`src/rtl/ysyx_25040105_ctrl.sv`:
```
// Multi-cycle sequencing controller for the ysyx_25040105 core.
// Walks each instruction through FETCH/FWAIT/DECODE/EXEC/MEM/MWAIT/WB, drives the
// imem/dmem request handshakes and the IR/PC/RF strobes, and stops in HALT or ERR.
module ysyx_25040105_ctrl #(
    parameter int unsigned TIMEOUT = 255,
    parameter int unsigned CNT_W   = 32
) (
    input  logic             clk,
    input  logic             rst_n,
    input  logic             run_en,
    input  logic [7:0]       dec_alu_op,
    input  logic             dec_reg_wen,
    input  logic             dec_mem_wen,
    output logic             imem_req_valid,
    input  logic             imem_req_ready,
    input  logic             imem_rsp_valid,
    output logic             dmem_req_valid,
    output logic             dmem_req_we,
    input  logic             dmem_req_ready,
    input  logic             dmem_rsp_valid,
    output logic             ir_we,
    output logic             pc_wen,
    output logic             rf_wen,
    output logic             halt,
    output logic             err,
    output logic [1:0]       err_code,
    output logic [3:0]       state,
    output logic [CNT_W-1:0] cycle_cnt,
    output logic [CNT_W-1:0] instret_cnt
);

    localparam int unsigned    WdW    = $clog2(TIMEOUT + 1);
    // Last count at which a still-pending wait is allowed to complete.
    localparam logic [WdW-1:0] WdLast = WdW'(TIMEOUT - 1);

    typedef enum logic [3:0] {
        StIdle   = 4'd0,
        StFetch  = 4'd1,
        StFwait  = 4'd2,
        StDecode = 4'd3,
        StExec   = 4'd4,
        StMem    = 4'd5,
        StMwait  = 4'd6,
        StWb     = 4'd7,
        StHalt   = 4'd8,
        StErr    = 4'd9
    } state_e;

    localparam logic [1:0] ErrNone    = 2'd0;
    localparam logic [1:0] ErrIllegal = 2'd1;
    localparam logic [1:0] ErrImemTo  = 2'd2;
    localparam logic [1:0] ErrDmemTo  = 2'd3;

    state_e           state_q, state_d;
    logic [WdW-1:0]   wd_q, wd_d;
    logic [1:0]       err_code_q, err_code_d;
    logic [CNT_W-1:0] cycle_q, instret_q;
    logic             wd_expired;
    logic             waiting;

    // State, watchdog and error-code registers.
    always_ff @(posedge clk or negedge rst_n) begin
        if (!rst_n) begin
            state_q    <= StIdle;
            wd_q       <= '0;
            err_code_q <= ErrNone;
        end else begin
            state_q    <= state_d;
            wd_q       <= wd_d;
            err_code_q <= err_code_d;
        end
    end

    // Next-state: handshake completion is checked before watchdog expiry so it wins.
    always_comb begin
        state_d    = state_q;
        err_code_d = err_code_q;
        wd_expired = (wd_q == WdLast);
        waiting    = state_q inside {StFetch, StFwait, StMem, StMwait};
        unique case (state_q)
            StIdle: begin
                if (run_en) state_d = StFetch;
            end
            StFetch: begin
                if (imem_req_ready) begin
                    state_d = StFwait;
                end else if (wd_expired) begin
                    state_d    = StErr;
                    err_code_d = ErrImemTo;
                end
            end
            StFwait: begin
                if (imem_rsp_valid) begin
                    state_d = StDecode;
                end else if (wd_expired) begin
                    state_d    = StErr;
                    err_code_d = ErrImemTo;
                end
            end
            StDecode: state_d = StExec;
            StExec: begin
                // Unknown (X/Z) opcodes match no range and fall into the error default.
                case (dec_alu_op) inside
                    [8'h00:8'h1C]: state_d = StWb;
                    [8'h1D:8'h24]: state_d = StMem;
                    8'h25, 8'h26:  state_d = StHalt;
                    default: begin
                        state_d    = StErr;
                        err_code_d = ErrIllegal;
                    end
                endcase
            end
            StMem: begin
                if (dmem_req_ready) begin
                    state_d = StMwait;
                end else if (wd_expired) begin
                    state_d    = StErr;
                    err_code_d = ErrDmemTo;
                end
            end
            StMwait: begin
                if (dmem_rsp_valid) begin
                    state_d = StWb;
                end else if (wd_expired) begin
                    state_d    = StErr;
                    err_code_d = ErrDmemTo;
                end
            end
            StWb:   state_d = StFetch;
            StHalt: state_d = StHalt;
            StErr:  state_d = StErr;
            default: state_d = StIdle;
        endcase

        if (state_d != state_q) begin
            wd_d = '0;
        end else if (waiting) begin
            wd_d = wd_q + WdW'(1);
        end else begin
            wd_d = wd_q;
        end
    end

    // Moore outputs decoded from the current state (ir_we also qualified by the response).
    always_comb begin
        imem_req_valid = 1'b0;
        dmem_req_valid = 1'b0;
        dmem_req_we    = 1'b0;
        ir_we          = 1'b0;
        pc_wen         = 1'b0;
        rf_wen         = 1'b0;
        halt           = 1'b0;
        err            = 1'b0;
        unique case (state_q)
            StFetch: imem_req_valid = 1'b1;
            StFwait: ir_we          = imem_rsp_valid;
            StMem: begin
                dmem_req_valid = 1'b1;
                dmem_req_we    = dec_mem_wen;
            end
            StWb: begin
                pc_wen = 1'b1;
                rf_wen = dec_reg_wen;
            end
            StHalt:  halt = 1'b1;
            StErr:   err  = 1'b1;
            default: ;
        endcase
    end

    // Performance counters; both wrap silently and freeze in IDLE/HALT/ERR.
    always_ff @(posedge clk or negedge rst_n) begin
        if (!rst_n) begin
            cycle_q   <= '0;
            instret_q <= '0;
        end else begin
            if (!(state_q inside {StIdle, StHalt, StErr})) cycle_q <= cycle_q + CNT_W'(1);
            if (state_q == StWb) instret_q <= instret_q + CNT_W'(1);
        end
    end

    assign state       = state_q;
    assign err_code    = err_code_q;
    assign cycle_cnt   = cycle_q;
    assign instret_cnt = instret_q;

endmodule

```
`config.mk`:
```
export PLATFORM = sky130hd
export DESIGN_NAME = ysyx_25040105_ctrl
export DESIGN_NICKNAME = d
export VERILOG_FILES = /design/src/rtl/ysyx_25040105_ctrl.sv
export SDC_FILE = /design/constraint.sdc
export NUM_CORES = 1
export LEC_CHECK = 0
export BUFFER_PORTS_ARGS = -buffer_cell sky130_fd_sc_hd__buf_2
export CORE_ASPECT_RATIO = 1.2
export CORE_MARGIN = 2
export CORE_UTILIZATION = 40
export DETAILED_ROUTE_END_ITERATION = 8
export GPL_TIMING_DRIVEN = 0
export PLACE_DENSITY = 0.7
export SETUP_SLACK_MARGIN = 0.2
export SKIP_LAST_GASP = 1
export SLEW_MARGIN = 20
export SYNTH_ARGS = -nofsm -noshare
export SYNTH_HDL_FRONTEND = slang
export SYNTH_SLANG_ARGS = --single-unit
```
`constraint.sdc`:
```
create_clock -name clk -period 2.3 [get_ports clk]
set_input_delay 0.69 -clock clk [delete_from_list [all_inputs] [get_ports clk]]
set_output_delay 0.69 -clock clk [all_outputs]
set_load 0.1 [all_outputs]
```
After elaboration in Yosys (flattened, before gate mapping)
Index checks and enable logic that the tools add are counted.

word-level totals
  flip-flop bits (word level) = 78
  input port bits = 17
  output and inout port bits = 78
  word-level logic and storage cells = 71

cells by class
  add/sub/neg operators = 3
  $lt $le $gt $ge = 4
  equality and inequality tests = 20
  muxes and demuxes = 30
  reductions and logical operators = 9

operators by type and width
  kind                                                                                  count
  32-bit by 1-bit adder with 32-bit output (second input constant)                      2
  4-bit one-hot mux with 10 select lines                                                1
  4-bit two-way mux                                                                     8
  2-bit two-way mux                                                                     9
  4-bit by 3-bit == test with 1-bit output (second input constant)                      4
  8-bit by 6-bit == test with 1-bit output (second input constant)                      2
  8-bit two-way mux                                                                     2
  2-bit != test (second input constant)                                                 7
  2-bit one-hot mux with 5 select lines                                                 1
  1-bit two-way mux                                                                     9
  8-bit by 1-bit adder with 8-bit output (second input constant)                        1
  4-bit by 2-bit == test with 1-bit output (second input constant)                      2
  4-bit == test (second input constant)                                                 2
  8-bit == test (second input constant)                                                 1
  8-bit by 1-bit greater-or-equal comparator with 1-bit output (second input constant)  1
  8-bit by 5-bit greater-or-equal comparator with 1-bit output (second input constant)  1
  8-bit by 5-bit less-or-equal comparator with 1-bit output (second input constant)     1
  8-bit by 6-bit less-or-equal comparator with 1-bit output (second input constant)     1
  8-bit AND reduction                                                                   1
  5-bit nonzero test                                                                    1
  4-bit by 1-bit == test with 1-bit output (second input constant)                      1
  4-bit logical NOT                                                                     1
  4-bit != test                                                                         1
  4-bit nonzero test                                                                    1
  other kinds (4)                                                                       5

Logic depth before layout (Yosys ltp)
Gate-level depths: netlist (run 1).

  word-level depth = 8
  mapped depth = 8
  depth with buffers taken out = 7

Least setup slack after synthesis (run 1)
Ideal clock, no wire load.

  path type = register to output
  start point = reg state_q[3], in the netlist state[3]
  end point = out halt
  data arrival time = 3762 ps
  data required time = 1610 ps
  path slack = -2152 ps
  stages on the path, launching flop included = 5
  buffers on the path = 2
  path through = dfrtp_1 > buf_1 > clkbuf_1 > nand2_1 > nor3_1

on the way
  longest elaborated chain between the ends = 2

ends and longest elaborated chain
  element                 RTL line  RTL
  start, declared         54        state_e state_q, state_d;
  start signal, assigned  64        state_q <= StIdle;
  start signal, assigned  68        state_q <= state_d;
  4-bit == test           154       unique case (state_q)
  1-bit two-way mux       154
  end, declared           24        output logic halt,

Every way passes these cells.

Worst setup path after layout (run 1)
  start point = reg state_q[1], in the netlist state[1]
  end point = out halt

The elaborated chain is that of the path after synthesis.

==> out/results.tsv, run 1 <==
stage	metric	value	unit
floorplan	Die W	96.0	um
setup_path	RR Startpoint	state[1]$_DFF_PN0_	
drt	Routed WL	11200	um
floorplan	die area	11000	um^2
floorplan	starting density of the core	40.8	%
synth	total of warnings raised by yosys	0	
clock_tree	clk sinks	78	
power	Leak Pwr	0.00281	uW
power	Pwr per Cell Area	1170	nW/um^2
setup_path	Setup Crit Path Kind	reg -> out	
cells_and_area	fin cells	674	
synth	number of synthesized flops with an enable pin	0	
synth	asr flop ratio synth	100	%
drt	Detail Route Antenna Nets	0	
timing	Finish-stage setup viols	0	
setup_path	crit path DAT	1.60	ns
timing	fmax	0.436	GHz
cells_and_area	area grow syn2layout	50.8	%
grt	largest net degree at the start of global routing	54	
synth	syn_nets	415	
synth	average instance area after synthesis	10.3	um^2
cells_and_area	final core utilization	61.6	%
floorplan	IO Pins	95	
grt	initial antenna violation count	0	
cells_and_area	diode count	0	
clock_tree	H-Tree Depth	3	
timing	Slew Limit Fails	0	
place	GPL Wtd Cong	0.950	
clock_tree	clock latency on the worst-skew pair	0.33	ns
synth	Cell variety after synth	57	
timing	clk_skew	0.00571	ns
synth	Yosys top cell area share	48.0	%
setup_path	crit end category	output pin	
timing	relative slew slack	58.8	%
cells_and_area	commonest non-fill, non-tap cells in the layout	buf_2 (86), xnor2_1 (46), nand2_1 (39)	
clock_tree	CTS tree	done	
power	Max VDD drop	0.00116	V
timing	crit path time final	2.29	ns
setup_path	Worst Path Max Fanout	5	
cells_and_area	Total Nets Final	564	
setup_path	Worst EP required	1.61	ns
synth	cell area after synthesis	4070	um^2
floorplan	# rows	40	
grt	grt ovf	0	
setup_path	Setup crit start kind	flip-flop	
clock_tree	clk buf depth	2	
clock_tree	clk root buf	clkbuf_16	
timing	final hold slack	0.271	ns
job	MaxCap Viol Count	0	
grt	global-route usage over all layers	20.1	%
drt	vias after detailed routing	3659	
grt	first-pass GRT wire length	17100	um
timing	worst slew pin tran	0.615	ns
grt	vias in the first global route	3593	
place	Inst Count DP	615	
floorplan	CORE AREA	9960	um^2
clock_tree	CTS buffer count	9	
timing	Tcrit/Tclk final	99.6	%
drt	Pre-Repair DR Iteration Count	4	
drt	Routed WL per cell	16.7	um
hold_path	Min-Delay Path Class	in -> async	
synth	Yosys top cell by area	dfrtp_1	
timing	Final Hold Fails	0	
clock_tree	# hold bufs at CTS	0	
floorplan	Die Ht	114	um
synth	sequential-to-total area share from yosys stat	48.0	%
synth	Yosys reg bits	78	
cells_and_area	most common cell after layout, fill and taps aside	buf_2	
place	DP HPWL	6990	um
status	outcome	complete, no violations	
synth	Synth Flop Type	dfrtp_1	
cells_and_area	layout cells sized above 1	50.5	%
timing	RSZ-0062 raised after global routing	true	
drt	DRC violations left	0	
synth	Post-Synthesis Cells	394	
setup_path	crit path from	state[1]$_DFF_PN0_	
drt	first-iteration detailed-routing DRC count	132	
place	Port Buffers	94	
clock_tree	Worst-path clk slew	0.06	ns
synth	top area cells in the synthesized netlist	dfrtp_1 (48%), xnor2_1 (10%), xor2_1 (5.2%), nand2_1 (3.8%), nand3_1 (3.3%)	
drt	vias per cell	5.43	
## critical path, cell delays in order, from the launching register on
cell     delay (ns)
dfrtp_4        0.49
buf_8          0.15
buf_8          0.13
buf_8          0.11
nor3_4         0.19
buf_12         0.20
## final timing paths
path / cells past startpoint / slack (ns) / end
worst max-delay path: 5 / 0.009 / halt
worst min-delay path: 1 / 0.27 / cycle_cnt[19]$_DFFE_PN0N_
worst max register to register: 10 / 0.02 / wd_q[0]$_DFFE_PN0P_
worst min register to register: 1 / 0.47 / instret_cnt[5]$_DFFE_PN0P_
max in group asynchronous: 2 / 1.44 / instret_cnt[8]$_DFFE_PN0P_
min in group clk: 1 / 0.47 / instret_cnt[5]$_DFFE_PN0P_
## metal layers
| layer | GRT usage (%) | up-vias | routed length (um) |
|---|---|---|---|
| met2 | 32.3 | 143 | 5500 |
| met5 | 0 | - | 0 |
| li1 | - | 1699 | - |
| met3 | 5.20 | 36 | 669 |
| met4 | 11.6 | 0 | 472 |
| met1 | 24.1 | 1781 | 4580 |
## what timing repair did
action / 4_1_cts / 5_1_grt
setup buffers: 31 / 11
cloned: 1 / 0
gates resized for setup: 63 / 42
pin swaps: 14 / 25
endpoints found under the setup margin: 22 / 39
## through the flow
stage / total power (uW) / worst slack, ns / cell area, um^2 / setup TNS [ns]
2_1_floorplan: 3930 / -0.245 / 4340 / -0.879
4_1_cts: 6720 / 0.00180 / 5840 / 0
5_1_grt: 7480 / -0.0356 / 6130 / -0.0882
3_5_place_dp: 4440 / -0.164 / 4990 / -1.09
3_3_place_gp: 4410 / -0.249 / 4960 / -9.26
6_report: 7200 / 0.00860 / 6130 / 0
## state kept, by name, indices dropped and copies added, names as in the netlist
name,count
instret_cnt,32
wd_q,8
err_code,2
cycle_cnt,32
state,4
## report_power, final
group | switching (uW) | total [uW] | internal [uW] | leakage [uW]
Combinational | 2520 | 4070 | 1550 | 0.00168
Sequential | 152 | 1690 | 1540 | 0.000987
Clock | 532 | 1430 | 898 | 0.000146
Total | 3200 | 7200 | 3990 | 0.00281
## cells in the mapped netlist (8+ instances only)
cell type,number
nand3_1,27
inv_1,8
xor2_1,24
and3_1,9
dfrtp_1,78
nor3_1,19
nand2_1,41
nor2_1,21
nand4_1,12
xnor2_1,47
## area by class of cell
| type | count | area [um^2] |
|---|---|---|
| flip-flops and latches | 78 | 2050 |
| multi-input cells | 296 | 2420 |
| clock buffers | 13 | 260 |
| inverters | 8 | 41.3 |
| fillers | 786 | 3830 |
| plain buffers | 12 | 160 |
| well taps | 126 | 158 |
| repair buffers | 138 | 1000 |
| clock inverters | 3 | 42.5 |
## cell families after synthesis
group	count (synthesis)	synth area share, %
adder cells (fa/ha/maj)	4	1.23
AND/OR/NAND/NOR	181	25.2
multiplexers	4	1.08
flip-flops	78	48.0
AO/OA/AOI/OAI	36	6.89
buffers and inverters	20	2.31
XOR/XNOR	71	15.3
Power figures use the tool's default switching activity.
==> inputs of run 2 (changes only) <==
==> constraint.sdc (replaced) <==
create_clock -name clk -period 2.3 [get_ports clk]
set_input_delay 0.46 -clock clk [delete_from_list [all_inputs] [get_ports clk]]
set_output_delay 0.46 -clock clk [all_outputs]
set_load 0.1 [all_outputs]
==> run 2 against run 1 <==
Via count down 3.7%; utilization shrank 3.9 points; clock skew up 0.0014 ns; maximum frequency is 6.8% higher; critical path type unchanged; global-route usage shrank 1.9 points.
==> out/results.tsv, run 2 (synthesized netlist as in run 1, its figures left out) <==
stage	metric	value	unit	change
status	outcome	complete, no violations		unchanged
timing	Tcrit/Tclk final	93.3	%	was 99.6%
setup_path	Worst EP required	1.84	ns	was 1.61 ns
setup_path	RR Startpoint	state[1]$_DFF_PN0_		unchanged
grt	largest net degree at the start of global routing	56		was 54
floorplan	die area	11000	um^2	unchanged
cells_and_area	FF/Latch Area	2050	um^2	unchanged
clock_tree	Worst-path clk slew	0.06	ns	about the same
timing	Slew Limit Fails	0		unchanged
drt	Routed WL per cell	15.3	um	was 16.7 um
place	DP HPWL	6830	um	was 6990 um
timing	setup TNS	0	ns	unchanged
setup_path	crit path DAT	1.69	ns	was 1.60 ns
power	Clock power frac	20.6	%	was 19.9%
setup_path	WP buf/inv	2		was 4
cells_and_area	layout cells sized above 1	45.7	%	was 50.5%
floorplan	Die Ht	114	um	unchanged
job	MaxCap Viol Count	0		unchanged
clock_tree	clock latency on the worst-skew pair	0.33	ns	about the same
setup_path	crit-path cells	buf_8, nand3b_1, nor3_4, buf_12		was buf_8, buf_8, buf_8, nor3_4, buf_12
power	Max VDD drop	0.00118	V	was 0.00116 V
power	P_int	3570	uW	was 3990 uW
place	GPL Wtd Cong	0.899		was 0.950
drt	DR WL met2	4970	um	was 5500 um
floorplan	# rows	40		unchanged
grt	vias in the first global route	3323		was 3593
power	sw frac	44.8	%	was 44.5%
drt	length of routed met3 wiring	554	um	was 669 um
timing	clk_skew	0.00713	ns	was 0.00571 ns
setup_path	R2R Path End	wd_q[7]$_DFFE_PN0P_		was wd_q[0]$_DFFE_PN0P_
drt	first-iteration detailed-routing DRC count	130		was 132
setup_path	Levels on crit path	4		was 5
power	Pwr per Cell Area	1120	nW/um^2	was 1170 nW/um^2
timing	Finish-stage setup viols	0		unchanged
timing	relative slew slack	59.2	%	was 58.8%
clock_tree	CTS tree	done		unchanged
setup_path	Setup Crit Path Kind	reg -> out		unchanged
cells_and_area	Total Nets Final	545		was 564
grt	initial antenna violation count	0		unchanged
setup_path	CP delay by family, top	flip-flops		was buffers and inverters
clock_tree	# hold bufs at CTS	0		unchanged
clock_tree	clk sinks	78		unchanged
drt	vias per cell	5.38		was 5.43
drt	Met1 Routed Length	4270	um	was 4580 um
setup_path	FF-to-FF path depth	6		was 10
cells_and_area	diode count	0		unchanged
drt	vias after detailed routing	3524		was 3659
setup_path	Slowest cell on crit path	dfrtp_4		unchanged
place	Port Buffers	94		unchanged
power	sw power	2890	uW	was 3200 uW
clock_tree	CTS buffer count	9		unchanged
floorplan	IO Pins	95		unchanged
drt	Detail Route Antenna Nets	0		unchanged
drt	Pre-Repair DR Iteration Count	4		unchanged
drt	Routed WL	10000	um	was 11200 um
grt	first-pass GRT wire length	15900	um	was 17100 um
cells_and_area	most common cell after layout, fill and taps aside	buf_2		unchanged
cells_and_area	area grow syn2layout	41.4	%	was 50.8%
clock_tree	clk root buf	clkbuf_16		unchanged
clock_tree	clk buf depth	2		unchanged
setup_path	Setup crit start kind	flip-flop		unchanged
timing	setup slack after layout	0.155	ns	was 0.00860 ns
power	Combinational Power Share	53.1	%	was 56.6%
setup_path	Critical Path Max Stage Delay	0.52	ns	was 0.49 ns
floorplan	starting density of the core	40.8	%	unchanged
floorplan	CORE AREA	9960	um^2	unchanged
setup_path	Worst Path Max Fanout	6		was 5
floorplan	Die W	96.0	um	unchanged
timing	crit path time final	2.15	ns	was 2.29 ns
timing	fmax	0.466	GHz	was 0.436 GHz
cells_and_area	filler cell count in the final layout	848		was 786
cells_and_area	area of the multi-input gates	2260	um^2	was 2420 um^2
cells_and_area	commonest non-fill, non-tap cells in the layout	buf_2 (86), xnor2_1 (46), nand2_1 (40)		was buf_2 (86), xnor2_1 (46), nand2_1 (39)
timing	worst slew pin tran	0.607	ns	was 0.615 ns
timing	RSZ-0062 raised after global routing	true		unchanged
grt	grt ovf	0		unchanged
grt	global-route usage over all layers	18.2	%	was 20.1%
drt	max layer used	met4		unchanged
timing	Final Hold Fails	0		unchanged
clock_tree	H-Tree Depth	3		unchanged
setup_path	r2r setup slk	0.16	ns	was 0.02 ns
power	Leak Pwr	0.00267	uW	was 0.00281 uW
drt	DRC violations left	0		unchanged
power	Seq pwr share	26.3	%	was 23.5%
hold_path	Min-Delay Path Class	in -> async		unchanged
setup_path	crit end category	output pin		unchanged
place	pre-CTS setup slack	-0.0349	ns	was -0.164 ns
## run 2: worst max path at each step
stage | endpoint | startpoint | slack [ns]
3_5_place_dp | wd_q[3]$_DFFE_PN0P_ | state[1]$_DFF_PN0_ | -0.03
6_report | ir_we | state[0]$_DFF_PN0_ | 0.15
4_1_cts | ir_we | state[0]$_DFF_PN0_ | 0.16
5_1_grt | wd_q[2]$_DFFE_PN0P_ | state[0]$_DFF_PN0_ | 0.1
2_1_floorplan | halt | state[2]$_DFF_PN0_ | -0.02
3_3_place_gp | instret_cnt[9]$_DFFE_PN0P_ | rst_n | -0.02
## run 2: power groups by stage
stage                     registers [uW]  clock network [uW]  logic, uW
after floorplan                     2500                   0       1420
after global placement              1720                   0       2660
after detailed placement            1730                   0       2710
after CTS                           1690                1370       2970
after global routing                1710                1430       3610
final                               1700                1330       3430
## run 2: area by class of cell
| class | instances | share of cell area (%) |
|---|---|---|
| inverters | 8 | 0.675 |
| well taps | 126 | 2.74 |
| plain buffers | 12 | 2.31 |
| clock inverters | 1 | 0.0871 |
| repair buffers | 119 | 14.3 |
| multi-input cells | 296 | 39.4 |
| flip-flops and latches | 78 | 35.7 |
| clock buffers | 15 | 4.83 |
## run 2: what timing repair did
action | in CTS | in global routing
setup buffers | 10 | 12
hold endpoints to repair | 0 | 0
cloned | 0 | 2
resized for setup | 28 | 30
setup endpoints to repair | 23 | 26
pin swaps | 5 | 15
## run 2: stage by stage
| step | hold WS, ns | util, % | instance area, um^2 | power [uW] | std cells |
|---|---|---|---|---|---|
| floorplan | 0.164 | - | 4330 | 3920 | 394 |
| global placement | 0.456 | 49.8 | 4960 | 4380 | 614 |
| detailed placement | 0.391 | 50.1 | 4990 | 4440 | 615 |
| finish | 0.0354 | 57.7 | 5750 | 6460 | 655 |
| global route | 0.0512 | 57.7 | 5750 | 6750 | 655 |
| CTS | 0.0321 | 54.7 | 5450 | 6020 | 641 |
## run 2: layer usage
metal	track usage [%]	vias to the layer above
li1	-	1664
met1	23.2	1725
met2	30.2	118
met3	3.09	17
met4	7.43	0
met5	0	-
==> inputs of run 3 (changes only) <==
- CORE_MARGIN: 2 -> 1
- clock period: 2.3 -> 2.4 ns (I/O delays scaled with it)
==> run 3 against run 2 <==
Clock power fell by 8%; sequential power decreased by 5%; first-iteration DRC count is 4.6% lower; register-to-register slack gained 0.07 ns; worst setup slack better by 0.026 ns; clock skew barely moved; critical endpoint unchanged; largest power group unchanged.
==> out/results.tsv, run 3 (synthesized netlist as in run 1, its figures left out) <==
stage	metric	value	unit	change
setup_path	crit end category	output pin		unchanged
floorplan	Die W	94.0	um	was 96.0 um
clock_tree	clk buf depth	2		unchanged
cells_and_area	Final Cell Area	5430	um^2	was 5750 um^2
hold_path	Min-Delay Path Class	in -> async		unchanged
power	P_int	3110	uW	was 3570 uW
clock_tree	Worst-path clk slew	0.05	ns	was 0.06 ns
timing	relative slew slack	56.5	%	was 59.2%
power	sw power	2660	uW	was 2890 uW
clock_tree	clk root buf	clkbuf_16		unchanged
drt	Routed WL per cell	15.0	um	was 15.3 um
timing	crit path time final	2.22	ns	
power	Combinational Power Share	50.8	%	was 53.1%
floorplan	CORE AREA	9710	um^2	was 9960 um^2
drt	first-iteration detailed-routing DRC count	124		was 130
place	DP HPWL	6780	um	was 6830 um
cells_and_area	area grow syn2layout	33.6	%	was 41.4%
timing	fmax	0.451	GHz	
timing	Tcrit/Tclk final	92.5	%	
timing	clk_skew	0.00748	ns	was 0.00713 ns
timing	RSZ-0062 raised after global routing	true		unchanged
power	Seq pwr share	28.1	%	was 26.3%
timing	Finish-stage setup viols	0		unchanged
power	Pwr per Cell Area	1060	nW/um^2	was 1120 nW/um^2
floorplan	IO Pins	95		unchanged
clock_tree	clk sinks	78		unchanged
job	MaxCap Viol Count	0		unchanged
setup_path	Setup crit start kind	flip-flop		unchanged
drt	Routed WL	9610	um	was 10000 um
power	total power	5770	uW	was 6460 uW
clock_tree	clock latency on the worst-skew pair	0.33	ns	about the same
power	sw frac	46.0	%	was 44.8%
power	Max VDD drop	0.000945	V	was 0.00118 V
cells_and_area	final core utilization	55.9	%	was 57.7%
grt	initial antenna violation count	0		unchanged
cells_and_area	commonest non-fill, non-tap cells in the layout	buf_2 (90), xnor2_1 (47), nand2_1 (40)		was buf_2 (86), xnor2_1 (46), nand2_1 (40)
status	outcome	complete, no violations		unchanged
timing	worst slew pin tran	0.647	ns	was 0.607 ns
place	Port Buffers	94		unchanged
timing	Slew Limit Fails	0		unchanged
place	pre-CTS setup slack	0.0645	ns	was -0.0349 ns
clock_tree	H-Tree Depth	3		unchanged
power	Leak Pwr	0.00254	uW	was 0.00267 uW
floorplan	die area	10600	um^2	was 11000 um^2
place	dpl cell area	4900	um^2	was 4990 um^2
drt	Pre-Repair DR Iteration Count	4		unchanged
clock_tree	CTS tree	done		unchanged
place	GPL Wtd Cong	0.928		was 0.899
floorplan	# rows	39		was 40
clock_tree	# hold bufs at CTS	0		unchanged
setup_path	crit path DAT	1.74	ns	was 1.69 ns
cells_and_area	Total Nets Final	532		was 545
floorplan	starting density of the core	41.9	%	was 40.8%
grt	grt ovf	0		unchanged
drt	Detail Route Antenna Nets	0		unchanged
floorplan	Die Ht	112	um	was 114 um
timing	Final Hold Fails	0		unchanged
drt	vias per cell	5.31		was 5.38
cells_and_area	most common cell after layout, fill and taps aside	buf_2		unchanged
grt	vias in the first global route	3336		was 3323
setup_path	Setup Crit Path Kind	reg -> out		unchanged
setup_path	Worst EP required	1.92	ns	was 1.84 ns
grt	first-pass GRT wire length	15600	um	was 15900 um
cells_and_area	layout cells sized above 1	39.7	%	was 45.7%
drt	DRC violations left	0		unchanged
timing	setup slack after layout	0.180	ns	was 0.155 ns
power	Clock power frac	21.2	%	was 20.6%
setup_path	Worst Path Max Fanout	6		unchanged
cells_and_area	diode count	0		unchanged
grt	largest net degree at the start of global routing	44		was 56
grt	global-route usage over all layers	18.5	%	was 18.2%
drt	vias after detailed routing	3394		was 3524
clock_tree	CTS buffer count	9		unchanged
## run 3: power groups by stage
stage / logic, uW / registers [uW] / clock network, uW
finish: 2930 / 1620 / 1220
detailed placement: 2540 / 1640 / 0
CTS: 2660 / 1620 / 1240
global route: 3080 / 1640 / 1310
floorplan: 1330 / 2390 / 0
global placement: 2530 / 1630 / 0
## run 3: path summary, 6_finish.rpt
| kind | start | endpoint | slack, ns | cells after the start |
|---|---|---|---|---|
| max in group asynchronous | rst_n | state[0]$_DFF_PN0_ | 1.69 | 2 |
| min | rst_n | cycle_cnt[25]$_DFFE_PN0N_ | 0.11 | 1 |
| max | state[0]$_DFF_PN0_ | ir_we | 0.18 | 4 |
| min in group clk | instret_cnt[9]$_DFFE_PN0P_ | instret_cnt[9]$_DFFE_PN0P_ | 0.47 | 1 |
| max reg2reg | state[1]$_DFF_PN0_ | wd_q[5]$_DFFE_PN0P_ | 0.23 | 7 |
| min reg2reg | instret_cnt[9]$_DFFE_PN0P_ | instret_cnt[9]$_DFFE_PN0P_ | 0.47 | 1 |
## run 3: per-layer routing
layer	global-route usage, %	part of all wire [%]	vias to the layer above
met1	23.6	45	1631
li1	-	-	1638
met4	8.00	2.1	0
met5	0	0	-
met2	30.1	48	109
met3	3.86	5.4	16
## run 3: area by class of cell
cell class / instances / area (um^2)
fillers: 851 / 4280
multi-input cells: 296 / 2190
flip-flops and latches: 78 / 2020
repair buffers: 106 / 651
clock buffers: 15 / 258
well taps: 123 / 154
plain buffers: 12 / 123
inverters: 8 / 36.3
clock inverters: 1 / 5.00
## run 3: what timing repair did
action | in CTS | in global routing
hold endpoints to repair | 0 | 0
setup endpoints to repair | 30 | 23
buffers inserted | 3 | 6
pin swaps | 1 | 4
gates resized for setup | 17 | 22
gates cloned | 0 | 2
## run 3: critical path, cell delays in order (launching register included)
cell      delay, ns
dfrtp_4        0.51
buf_6          0.15
nand3b_1       0.27
nor3_4         0.28
buf_12         0.20
## run 3: stage by stage
| stage | TNS [ns] | instances | hold WS [ns] |
|---|---|---|---|
| after floorplan | -0.00429 | 394 | 0.184 |
| after global routing | 0 | 639 | 0.133 |
| final | 0 | 639 | 0.106 |
| after global placement | 0 | 611 | 0.454 |
| after detailed placement | 0 | 612 | 0.466 |
| after CTS | 0 | 631 | 0.125 |
